$ cat src/rtl/mdio_controller.sv
// mdio_controller: clause-22 MDIO master with CLK/2 MDC, preamble, write frames and read capture
module mdio_controller #(
  parameter int PRE_LEN = 32
) (
  input  logic        CLK,
  input  logic        RESET,
  input  logic        MDIO_START,
  input  logic [31:0] T_DATA,
  input  logic        MDIO_IN,
  output logic        MDC,
  output logic        MDIO_OE,
  output logic        MDIO_OUT,
  output logic [15:0] RD_DATA,
  output logic        DATA_RDY,
  output logic        BUSY
);
  localparam logic [2:0] S_IDLE     = 3'd0;
  localparam logic [2:0] S_PREAMBLE = 3'd1;
  localparam logic [2:0] S_HEADER   = 3'd2;
  localparam logic [2:0] S_WR_TAIL  = 3'd3;
  localparam logic [2:0] S_RD_TA    = 3'd4;
  localparam logic [2:0] S_RD_DATA  = 3'd5;
  localparam logic [2:0] S_DONE     = 3'd6;
  localparam logic [5:0] PRE        = 6'(PRE_LEN);
  logic [2:0]  state;
  logic [5:0]  cnt;
  logic [31:0] sr;
  logic [1:0]  op;
  logic [14:0] rx;
  // MDC=1 before an edge means this edge is an MDC falling edge (drive); MDC=0 means rising (sample)
  always_ff @(posedge CLK or posedge RESET)
    if (RESET) begin
      MDC      <= 1'b0;
      MDIO_OE  <= 1'b0;
      MDIO_OUT <= 1'b0;
      RD_DATA  <= 16'h0000;
      DATA_RDY <= 1'b0;
      BUSY     <= 1'b0;
      state    <= S_IDLE;
      cnt      <= 6'd0;
      sr       <= 32'h0;
      op       <= 2'b00;
      rx       <= 15'h0;
    end else begin
      MDC      <= ~MDC;
      DATA_RDY <= 1'b0;
      if (state == S_IDLE) begin
        if (MDIO_START) begin
          sr    <= T_DATA;
          op    <= T_DATA[29:28];
          BUSY  <= 1'b1;
          state <= (PRE == 6'd0) ? S_HEADER : S_PREAMBLE;
          cnt   <= (PRE == 6'd0) ? 6'd14 : PRE;
        end
      end else if (MDC) begin
        case (state)
          S_PREAMBLE: begin
            MDIO_OE  <= 1'b1;
            MDIO_OUT <= 1'b1;
            state    <= (cnt == 6'd1) ? S_HEADER : S_PREAMBLE;
            cnt      <= (cnt == 6'd1) ? 6'd14 : cnt - 6'd1;
          end
          S_HEADER: begin
            MDIO_OE  <= 1'b1;
            MDIO_OUT <= sr[31];
            sr       <= {sr[30:0], 1'b0};
            state    <= (cnt != 6'd1) ? S_HEADER : (op == 2'b10) ? S_RD_TA : S_WR_TAIL;
            cnt      <= (cnt != 6'd1) ? cnt - 6'd1 : (op == 2'b10) ? 6'd2 : 6'd18;
          end
          S_WR_TAIL: begin
            MDIO_OE  <= 1'b1;
            MDIO_OUT <= sr[31];
            sr       <= {sr[30:0], 1'b0};
            state    <= (cnt == 6'd1) ? S_DONE : S_WR_TAIL;
            cnt      <= (cnt == 6'd1) ? 6'd0 : cnt - 6'd1;
          end
          // two turnaround periods, then the third falling edge opens data period one
          S_RD_TA: begin
            MDIO_OE  <= 1'b0;
            MDIO_OUT <= 1'b0;
            state    <= (cnt == 6'd0) ? S_RD_DATA : S_RD_TA;
            cnt      <= (cnt == 6'd0) ? 6'd16 : cnt - 6'd1;
          end
          S_DONE: begin
            MDIO_OE  <= 1'b0;
            MDIO_OUT <= 1'b0;
            BUSY     <= 1'b0;
            state    <= S_IDLE;
            cnt      <= 6'd0;
          end
          default: ;
        endcase
      end else if (state == S_RD_DATA) begin
        rx  <= {rx[13:0], MDIO_IN};
        cnt <= (cnt == 6'd1) ? 6'd0 : cnt - 6'd1;
        if (cnt == 6'd1) begin
          RD_DATA  <= {rx, MDIO_IN};
          DATA_RDY <= 1'b1;
          state    <= S_DONE;
        end
      end
    end
endmodule

$ cat config.mk
export PLATFORM = sky130hd
export DESIGN_NAME = mdio_controller
export DESIGN_NICKNAME = d
export VERILOG_FILES = /design/src/rtl/mdio_controller.sv
export SDC_FILE = /design/constraint.sdc
export NUM_CORES = 1
export LEC_CHECK = 0
export ABC_AREA = 0
export BUFFER_PORTS_ARGS = -buffer_cell sky130_fd_sc_hd__buf_2
export CORE_AREA = 3 3 83 85
export CTS_CLUSTER_SIZE = 40
export DETAILED_ROUTE_END_ITERATION = 8
export DIE_AREA = 0 0 86 88
export PLACE_DENSITY = 0.82
export REMOVE_ABC_BUFFERS = 1
export SLEW_MARGIN = 20
export SYNTH_ARGS = -nofsm -noshare
export SYNTH_HDL_FRONTEND = slang
export SYNTH_SLANG_ARGS = --single-unit
$ cat constraint.sdc
create_clock -name CLK -period 4.42 [get_ports CLK]
set_clock_uncertainty 0.2 [all_clocks]
set_input_delay 0.442 -clock CLK [delete_from_list [all_inputs] [get_ports CLK]]
set_output_delay 0.442 -clock CLK [all_outputs]
set_load 0.01 [all_outputs]
==> flow_summary.yaml, run 1 <==
floorplan:
  initial_core_util_pct: 59.4
  rows: 29
  die-width_um: 86
  io_pins: 57
  die_h_um: 88
  dieArea_um2: 7570
  core-area_um2: 6280
power_and_ir_drop:
  vdd_drop_max_mv: 0.350
  clockPowerShare_pct: 24.4
  p_seq_share_pct: 45.4
  power.leakage_nw: 1.96
  p_int_mw: 1.51
  p_per_area_nw_per_um2: 543
  switching_share_pct: 34.7
  power_mw: 2.31
  power_frac_comb_pct: 30.2
  p_sw_mw: 0.801
route:
  firstDrtPassIters: 4
  drt-total-wl_um: 7230
  first_iter_violations: 162
  wire_per_inst_um: 15.5
  ant_nets: 0
  via_count: 2639
  vias_per_cell: 5.65
  drc: 0
sta:
  slew_viol_final: 0
  finalCriticalPeriod_ps: 2720
  worst_pin_slew_ps: 967
  fin_crit_sh_pct: 61.5
  fmax_ghz: 0.368
  holdWs_ps: 19.6
  maxSlewHeadroom_pct: 35.4
  hold_viol: 0
  rsz0062_at_grt: "no"
  setup_viol: 0
  fin_tns_setup_ps: 0
worst_setup_path:
  cp.arrival_ps: 2790
  startpoint_type: "flip-flop"
  worstPathRequired_ps: 4490
  cp-end-kind: "flip-flop"
  crit_type: "reg2reg"
  cp_max_fo: 43
clock_tree:
  cts_buffers: 9
  ctsHtreeMaxLevel: 3
  post_cts_buffers: 0
  cts_buffer_depth: 2
  hold_buffers: 0
  root_buffer: "clkbuf_8"
  cts_sinks: 79
  clk_pin_slew_ps: 80
  clk_latency_ps: 350
  cts_resized: 0
  cts_tree: "done"
layout:
  stdcell_count: 467
  layout_commonest_cell: "dfrtp_1"
  drive_gt1_share_pct: 29.2
  n_antenna_cell: 0
  final_cell_mix: "79 x dfrtp_1, 56 x buf_2, 43 x nor2_1, 42 x a21oi_1, 32 x mux2i_1"
  syn2layout_area_growth_pct: 14.1
  nNetsFinal: 423
synthesis:
  ys_ff_latch: 79
  synth_edf_count: 0
  synthFlopType: "dfrtp_1"
  yosysTopAreaCellShare_pct: 53.0
  synth.area.top_cells: "dfrtp_1 53%, mux2i_1 8.6%, mux2_2 7.2%, a21oi_1 5.8%, nor2_1 4.3%"
  synthDistinctLibCells: 46
  yosysTopAreaCell: "dfrtp_1"
  yosysSeqAreaShare_pct: 53.0
  synth_warnings: 0
  syn-cell-area_um2: 3730
  syn_inst: 336
  syn_avg_cell_area_um2: 11.1
  synthArstFlopShare_pct: 100
grt:
  overflow: 0
  grt_pass1_vias: 2669
  grt_start_max_net_pins: 44
  grt_pass1_wl_um: 12500
  track_usage_pct: 21.2
  antenna_found_initial: 0
place:
  place_inst: 451
  port_buffers: 56
  gp_congestion: 0.862
  dp_hpwl_um: 5000
outcome:
  status: "finished clean"
flow_run:
  cap_viol_max_count: 0
min_path:
  hp-class: "in2async"
worst paths after layout:
kind                            start  cells after the start          end  slack, ps
max                          state[0]                      6        sr[2]       1700
min in group CLK           T_DATA[29]                      2        op[1]        140
min                             RESET                      2  RD_DATA[12]         20
max in group asynchronous       RESET                      3          MDC       2990
max reg2reg                  state[0]                      6        sr[2]       1700
min reg2reg                     op[1]                      1        op[1]        310
critical path, cell delays in order, from the launching register on:
cell and delay [ps]:
dfrtp_1 520, inv_1 330, nand3_1 190, a21oi_4 800
buf_4 380, nor2_1 80, a21oi_1 130
per-stage QoR:
stage                     instance area (um^2)  util, %  worst slack (ps)
final                                     4260     67.8              1700
after global routing                      4260     67.8              1440
after CTS                                 4260     67.8              1710
after detailed placement                  4040     64.3              1730
after global placement                    4040     64.3              1770
after floorplan                           3620        -              -510
Yosys cell counts (2+ instances only):
cell        n
and2_1      3
a31oi_1     4
a22oi_1     3
ha_1        2
nor2b_1     2
nor2_1     43
dfrtp_1    79
nand2b_1    2
buf_2      12
nand3_1     4
a211oi_1    4
a21oi_1    43
clkbuf_1    6
nand2_1     9
mux2_4      9
or3_1       2
mux2i_1    32
mux2_2     24
nor3_1      4
buf_4       2
inv_1      10
a2111oi_0   2
o22ai_1     2
o21ai_0    11
cells by family (layout without fill, tap and decap cells):
| logic type | after synthesis | after routing | share of synthesized area (%) |
|---|---|---|---|
| AND/OR/NAND/NOR | 77 | 77 | 9.89 |
| AO/OA/AOI/OAI | 79 | 79 | 12.5 |
| multiplexers | 65 | 65 | 19.5 |
| adder cells (fa/ha/maj) | 2 | 2 | 0.671 |
| flip-flops | 79 | 79 | 53.0 |
| buffers and inverters | 32 | 86 | 4.02 |
| XOR/XNOR | 2 | 2 | 0.470 |
power by group through the flow:
| stage | clock [mW] | combinational (mW) | sequential, mW |
|---|---|---|---|
| after floorplan | 0 | 0.552 | 1.02 |
| after global placement | 0 | 0.657 | 1.05 |
| after detailed placement | 0 | 0.687 | 1.06 |
| after CTS | 0.577 | 0.698 | 1.05 |
| after global routing | 0.614 | 0.793 | 1.08 |
| final | 0.563 | 0.697 | 1.05 |
state kept, by name (all words and copies together) (netlist names):
signal and count:
RD_DATA 16, BUSY 1, rx 15, MDIO_OE 1, state 3, sr 32, MDC 1, MDIO_OUT 1
DATA_RDY 1, op 2, cnt 6
routing by layer:
layer	share of wire [%]	wire length (um)	GRT usage [%]
met4	3.3	239	11.2
met1	44	3170	27.4
met5	0	0	0
met3	4.2	302	4.42
met2	49	3520	33.7
layout make-up:
type / count / area (um^2)
Clock buffer: 12 / 165
Tap cell: 77 / 96.3
Clock inverter: 4 / 52.6
Multi-Input combinational cell: 225 / 1620
Timing Repair Buffer: 59 / 303
Fill cell: 469 / 2020
Sequential cell: 79 / 1980
Inverter: 11 / 41.3
Note: power is estimated with default switching activity, not from simulation.
==> run 2: changes to the inputs <==
ABC_AREA = 1   (was 0)
CORE_AREA = 3 3 89 91   (was 3 3 83 85)
DIE_AREA = 0 0 92 94   (was 0 0 86 88)
PLACE_DENSITY = 0.74   (was 0.82)
clock period = 2.3 ns   (was 4.42 ns; I/O delays follow)
==> run 2 against run 1 <==
Effect of this change: total power is 110% higher; maximum frequency is 32% higher; combinational power grew to 2.6 times the previous value; clock power is 74% higher; global-route usage is 0.91 points lower; design area is 6.4% higher; register-to-register slack worse by 1500 ps; core utilization is 5.0 points lower; largest cell class unchanged.
==> flow_summary.yaml, run 2 <==
floorplan:
  die_h_um: 94
  core-area_um2: 7210
  rows: 31
  die-width_um: 92
  dieArea_um2: 8650
  io_pins: 57
  initial_core_util_pct: 50.0
layout:
  syn2layout_area_growth_pct: 25.5
  fillers: 653
  layout_commonest_cell: "nand2_1"
  stdcell_count: 632
  utilization_pct: 62.8
  final_cell_mix: "140 x nand2_1, 79 x dfrtp_1, 56 x buf_2, 48 x nor2_1, 35 x inv_1"
  largestRegisters: "sr: 32 flops, RD_DATA: 16 flops, rx: 15 flops"
  drive_gt1_share_pct: 17.8
  nNetsFinal: 566
  largest_reg_flops: 32
  regMostFlops: "sr"
  n_antenna_cell: 0
worst_setup_path:
  rrSetupSlack_ps: 240
  cp-end-kind: "flip-flop"
  critPathMaxStageDelay_ps: 400
  cp_cell_sequence: "inv_1 -> ha_1 -> nand3_2 -> nor2_2 -> inv_1 -> nand2_1 -> o21ai_1"
  startpoint_type: "flip-flop"
  cp_max_fo: 31
  critPathBufInv: 2
  cp.arrival_ps: 2070
  path_delay_family: "simple AND/OR/NAND/NOR gates"
  worstPathRequired_ps: 2310
  crit_path_top_delay_cell: "dfrtp_1"
  crit_type: "reg2reg"
  cpMostUsedCell: "inv_1"
grt:
  grt_pass1_vias: 3136
  overflow: 0
  grt_pass1_wl_um: 14000
  grt_start_max_net_pins: 65
  antenna_found_initial: 0
  track_usage_pct: 20.3
synthesis:
  syn-cell-area_um2: 3610
  synthFlopType: "dfrtp_1"
  synth_edf_count: 0
  synth.area.top_cells: "dfrtp_1 55%, nand2_1 15%, a31oi_1 5.4%, nor2_1 5.0%, o21ai_0 4.3%"
  synth_warnings: 0
  yosysSeqAreaShare_pct: 54.8
  synth_most_common_cell: "nand2_1"
  syn_inst: 439
  synthDistinctLibCells: 26
  yosysTopAreaCell: "dfrtp_1"
  ys_ff_latch: 79
  synth_top_cells_by_count: "140 x nand2_1, 79 x dfrtp_1, 48 x nor2_1"
  synthArstFlopShare_pct: 100
  syn_avg_cell_area_um2: 8.22
  yosysTopAreaCellShare_pct: 54.8
power_and_ir_drop:
  clockPowerShare_pct: 20.6
  power_frac_comb_pct: 37.8
  p_int_mw: 2.89
  p_seq_share_pct: 41.6
  p_sw_mw: 1.88
  switching_share_pct: 39.4
  p_per_area_nw_per_um2: 1050
  vdd_drop_max_mv: 0.589
  power.leakage_nw: 2.21
place:
  dp_hpwl_um: 5040
  port_buffers: 56
  gp_congestion: 0.910
  place_inst: 582
clock_tree:
  cts_buffers: 9
  clk_pin_slew_ps: 80
  cts_sinks: 79
  cts_tree: "done"
  root_buffer: "clkbuf_8"
  post_cts_buffers: 0
  clk_latency_ps: 350
  cts_buffer_depth: 2
  ctsHtreeMaxLevel: 3
route:
  firstDrtPassIters: 6
  first_iter_violations: 165
  ant_nets: 0
  drc: 0
  via_count: 3173
  vias_per_cell: 5.02
  wire_per_inst_um: 12.7
  drt-total-wl_um: 8020
sta:
  fin_crit_sh_pct: 89.6
  maxSlewHeadroom_pct: 45.9
  rsz0062_at_grt: "yes"
  finalCriticalPeriod_ps: 2060
  hold_viol: 0
  fmax_ghz: 0.485
  holdWs_ps: 20.1
  slew_viol_final: 0
  worst_pin_slew_ps: 810
  setup_viol: 0
flow_run:
  cap_viol_max_count: 0
min_path:
  hp-class: "in2reg"
outcome:
  status: "finished clean"
[run 2: cell types whose count changed after synthesis, moves of 24 or more]
cell and change:
inv_1 +26, mux2_2 -24, a21oi_1 -35, nand2_1 +131, a31oi_1 +27, mux2i_1 -32
[run 2: power by group through the flow]
stage / Clock [mW] / Sequential, mW / Combinational, mW
final: 0.982 / 1.98 / 1.80
after global routing: 1.08 / 2.03 / 2.10
after CTS: 1.02 / 1.98 / 1.81
after detailed placement: 0 / 2.00 / 1.76
after global placement: 0 / 1.99 / 1.72
after floorplan: 0 / 1.96 / 1.32
[run 2: worst paths after layout]
kind	start	to	depth (start not counted)
max	cnt[1]	RD_DATA[9]	7
min reg2reg	RD_DATA[1]	RD_DATA[1]	2
max reg2reg	cnt[1]	RD_DATA[9]	7
min in group asynchronous	RESET	RD_DATA[15]	3
max in group asynchronous	RESET	cnt[3]	4
min	MDIO_START	BUSY	3
[run 2: cell type report]
class	count	area (um^2)	area share, %
clock buffer	11	151	3.34
timing repair buffer	97	698	15.4
clock inverter	5	40.0	0.884
tap	99	124	2.74
multi-input combinational	301	1390	30.6
sequential	79	1980	43.7
inverter	40	150	3.32
[run 2: worst min-delay path, delay by kind of cell]
family	cells	cell delay, ps
simple gates	2	220
buf+inv	1	90
[run 2: cell families (layout without fill, tap and decap cells)]
logic type / count (synthesis) / after routing / share of synthesized area, %
simple gates: 212 / 212 / 23.9
buf+inv: 59 / 153 / 6.76
compound gates: 85 / 85 / 13.4
xor+xnor: 2 / 2 / 0.486
flops: 79 / 79 / 54.8
fa+ha+maj: 2 / 2 / 0.693
[run 2: per-stage QoR]
| step | total power [mW] | TNS (ps) | setup WS [ps] | cell area (um^2) |
|---|---|---|---|---|
| 2_1_floorplan | 3.28 | -12120 | -153 | 3510 |
| 3_3_place_gp | 3.70 | 0 | 382 | 4000 |
| 3_5_place_dp | 3.77 | 0 | 207 | 4000 |
| 4_1_cts | 4.81 | 0 | 223 | 4530 |
| 5_1_grt | 5.20 | -11.6 | -11.6 | 4530 |
| 6_report | 4.77 | 0 | 240 | 4530 |
[run 2: layer usage]
layer / track usage [%] / part of all wire, % / up-vias
li1: - / - / 1586
met1: 26.3 / 46 / 1487
met2: 33.3 / 48 / 86
met3: 4.81 / 4.7 / 14
met4: 7.55 / 1.7 / 0
met5: 0 / 0 / -
[run 2: what timing repair did]
item / CTS / global route
endpoints found under the setup margin: 0 / 1
resized for setup: 0 / 0
endpoints found under the hold margin: 54 / 0
hold buffers: 34 / 0
==> run 3: changes to the inputs <==
BUFFER_PORTS_ARGS = -buffer_cell sky130_fd_sc_hd__clkbuf_2   (was -buffer_cell sky130_fd_sc_hd__buf_2)
REMOVE_ABC_BUFFERS = unset   (was 1)
==> run 3 against run 2 <==
Effect of this change: clock-buffer cell count fell by 2; die area unchanged; largest power group unchanged; maximum frequency grew 1.9%; critical endpoint is now RD_DATA[7]; core utilization increased by 0.43 points; sequential share of layout area down 0.30 points; cell count is 0.16% higher; critical path depth unchanged; clock power rose by 11%.
==> flow_summary.yaml, run 3 (same netlist as run 2, synthesis figures left out) <==
layout:
  final_cell_mix: "140 x nand2_1, 79 x dfrtp_1, 56 x clkbuf_2, 48 x nor2_1"
  n_antenna_cell: 0
  largestRegisters: "sr: 32 flops, RD_DATA: 16 flops, rx: 15 flops"
  largest_reg_flops: 32
  regMostFlops: "sr"
  stdcell_count: 633
  nNetsFinal: 567
  syn2layout_area_growth_pct: 26.4
  drive_gt1_share_pct: 17.8
  layout_commonest_cell: "nand2_1"
outcome:
  status: "finished clean"
route:
  ant_nets: 0
  drt-total-wl_um: 7680
  drc: 0
  via_count: 3091
  first_iter_violations: 130
  firstDrtPassIters: 5
  wire_per_inst_um: 12.1
  vias_per_cell: 4.88
grt:
  track_usage_pct: 19.5
  grt_pass1_wl_um: 13500
  grt_start_max_net_pins: 65
  antenna_found_initial: 0
  overflow: 0
  grt_pass1_vias: 3093
worst_setup_path:
  rrSetupSlack_ps: 280
  worstPathRequired_ps: 2310
  critPathCapture: "RD_DATA[7]"
  cp.arrival_ps: 2040
  r2r_cells: 7
  rr_endpoint: "RD_DATA[7]"
  critPathLaunch: "cnt[1]"
  r2r-start: "cnt[1]"
  startpoint_type: "flip-flop"
  cp-end-kind: "flip-flop"
  crit_type: "reg2reg"
  cp_max_fo: 31
floorplan:
  die_h_um: 94
  die-width_um: 92
  core-area_um2: 7210
  dieArea_um2: 8650
  io_pins: 57
  rows: 31
  initial_core_util_pct: 50.0
power_and_ir_drop:
  p_per_area_nw_per_um2: 1070
  power_mw: 4.88
  vdd_drop_max_mv: 0.623
  power.leakage_nw: 2.20
place:
  place_inst: 582
  port_buffers: 56
  dp_hpwl_um: 5150
  gp_congestion: 0.846
clock_tree:
  cts_sinks: 79
  clk_latency_ps: 350
  cts_resized: 0
  cts_tree: "done"
  ctsHtreeMaxLevel: 3
  cts_buffer_depth: 2
  root_buffer: "clkbuf_8"
  clk_pin_slew_ps: 90
  post_cts_buffers: 0
  cts_buffers: 9
sta:
  worst_pin_slew_ps: 822
  rsz0062_at_grt: "no"
  fmax_ghz: 0.495
  maxSlewHeadroom_pct: 45.1
  fin_tns_setup_ps: 0
  finalCriticalPeriod_ps: 2020
  slew_viol_final: 0
  fin_crit_sh_pct: 87.9
  setup_viol: 0
  hold_viol: 0
flow_run:
  cap_viol_max_count: 0
min_path:
  hp-class: "reg2reg"
  whs_path_depth: 2
synthesis:
  syn_nets: 477
run 3: timing repair:
action | in CTS | in global routing
hold buffers | 35 | 0
endpoints found under the hold margin | 67 | 0
setup endpoints to repair | 0 | 0
run 3: final cells by class:
type                            instances  area [um^2]
Clock buffer                            9          124
Clock inverter                          7         85.1
Fill cell                             641         2660
Inverter                               40          154
Multi-Input combinational cell        301         1390
Sequential cell                        79         1980
Tap cell                               99          124
Timing Repair Buffer                   98          708
run 3: how the worst min path moves through the flow:
stage	startpoint	slack [ps]	endpoint
6_report	RD_DATA[15]	290	RD_DATA[15]
5_1_grt	RD_DATA[11]	300	RD_DATA[11]
4_1_cts	RD_DATA[15]	290	RD_DATA[15]
3_5_place_dp	RESET	160	rx[2]
3_3_place_gp	RESET	150	rx[2]
2_1_floorplan	T_DATA[28]	140	op[0]
run 3: power breakdown:
| group | total (mW) | internal, mW | switching (mW) |
|---|---|---|---|
| Sequential | 1.98 | 1.75 | 0.227 |
| Combinational | 1.81 | 0.680 | 1.13 |
| Clock | 1.09 | 0.524 | 0.565 |
run 3: per-stage QoR:
step	worst slack [ps]	hold WS, ps	util [%]	cell area (um^2)
2_1_floorplan	722	140	-	3610
3_3_place_gp	388	147	55.4	4000
3_5_place_dp	287	156	55.4	4000
4_1_cts	274	290	63.2	4560
5_1_grt	60.7	301	63.2	4560
6_report	278	289	63.2	4560
run 3: metal layers:
| metal | routed length (um) | vias to the layer above | GRT usage (%) |
|---|---|---|---|
| met5 | 0 | - | 0 |
| met3 | 258 | 11 | 3.77 |
| met2 | 3640 | 60 | 32.4 |
| li1 | - | 1593 | - |
| met4 | 133 | 0 | 8.17 |
| met1 | 3640 | 1427 | 25.0 |
run 3: critical path, cell delays in order (launching register included):
cell and delay (ps):
dfrtp_1 400, inv_1 80, ha_1 190, nand3_2 210, nor2_2 180, inv_1 370
nand2_1 170, o21ai_1 80
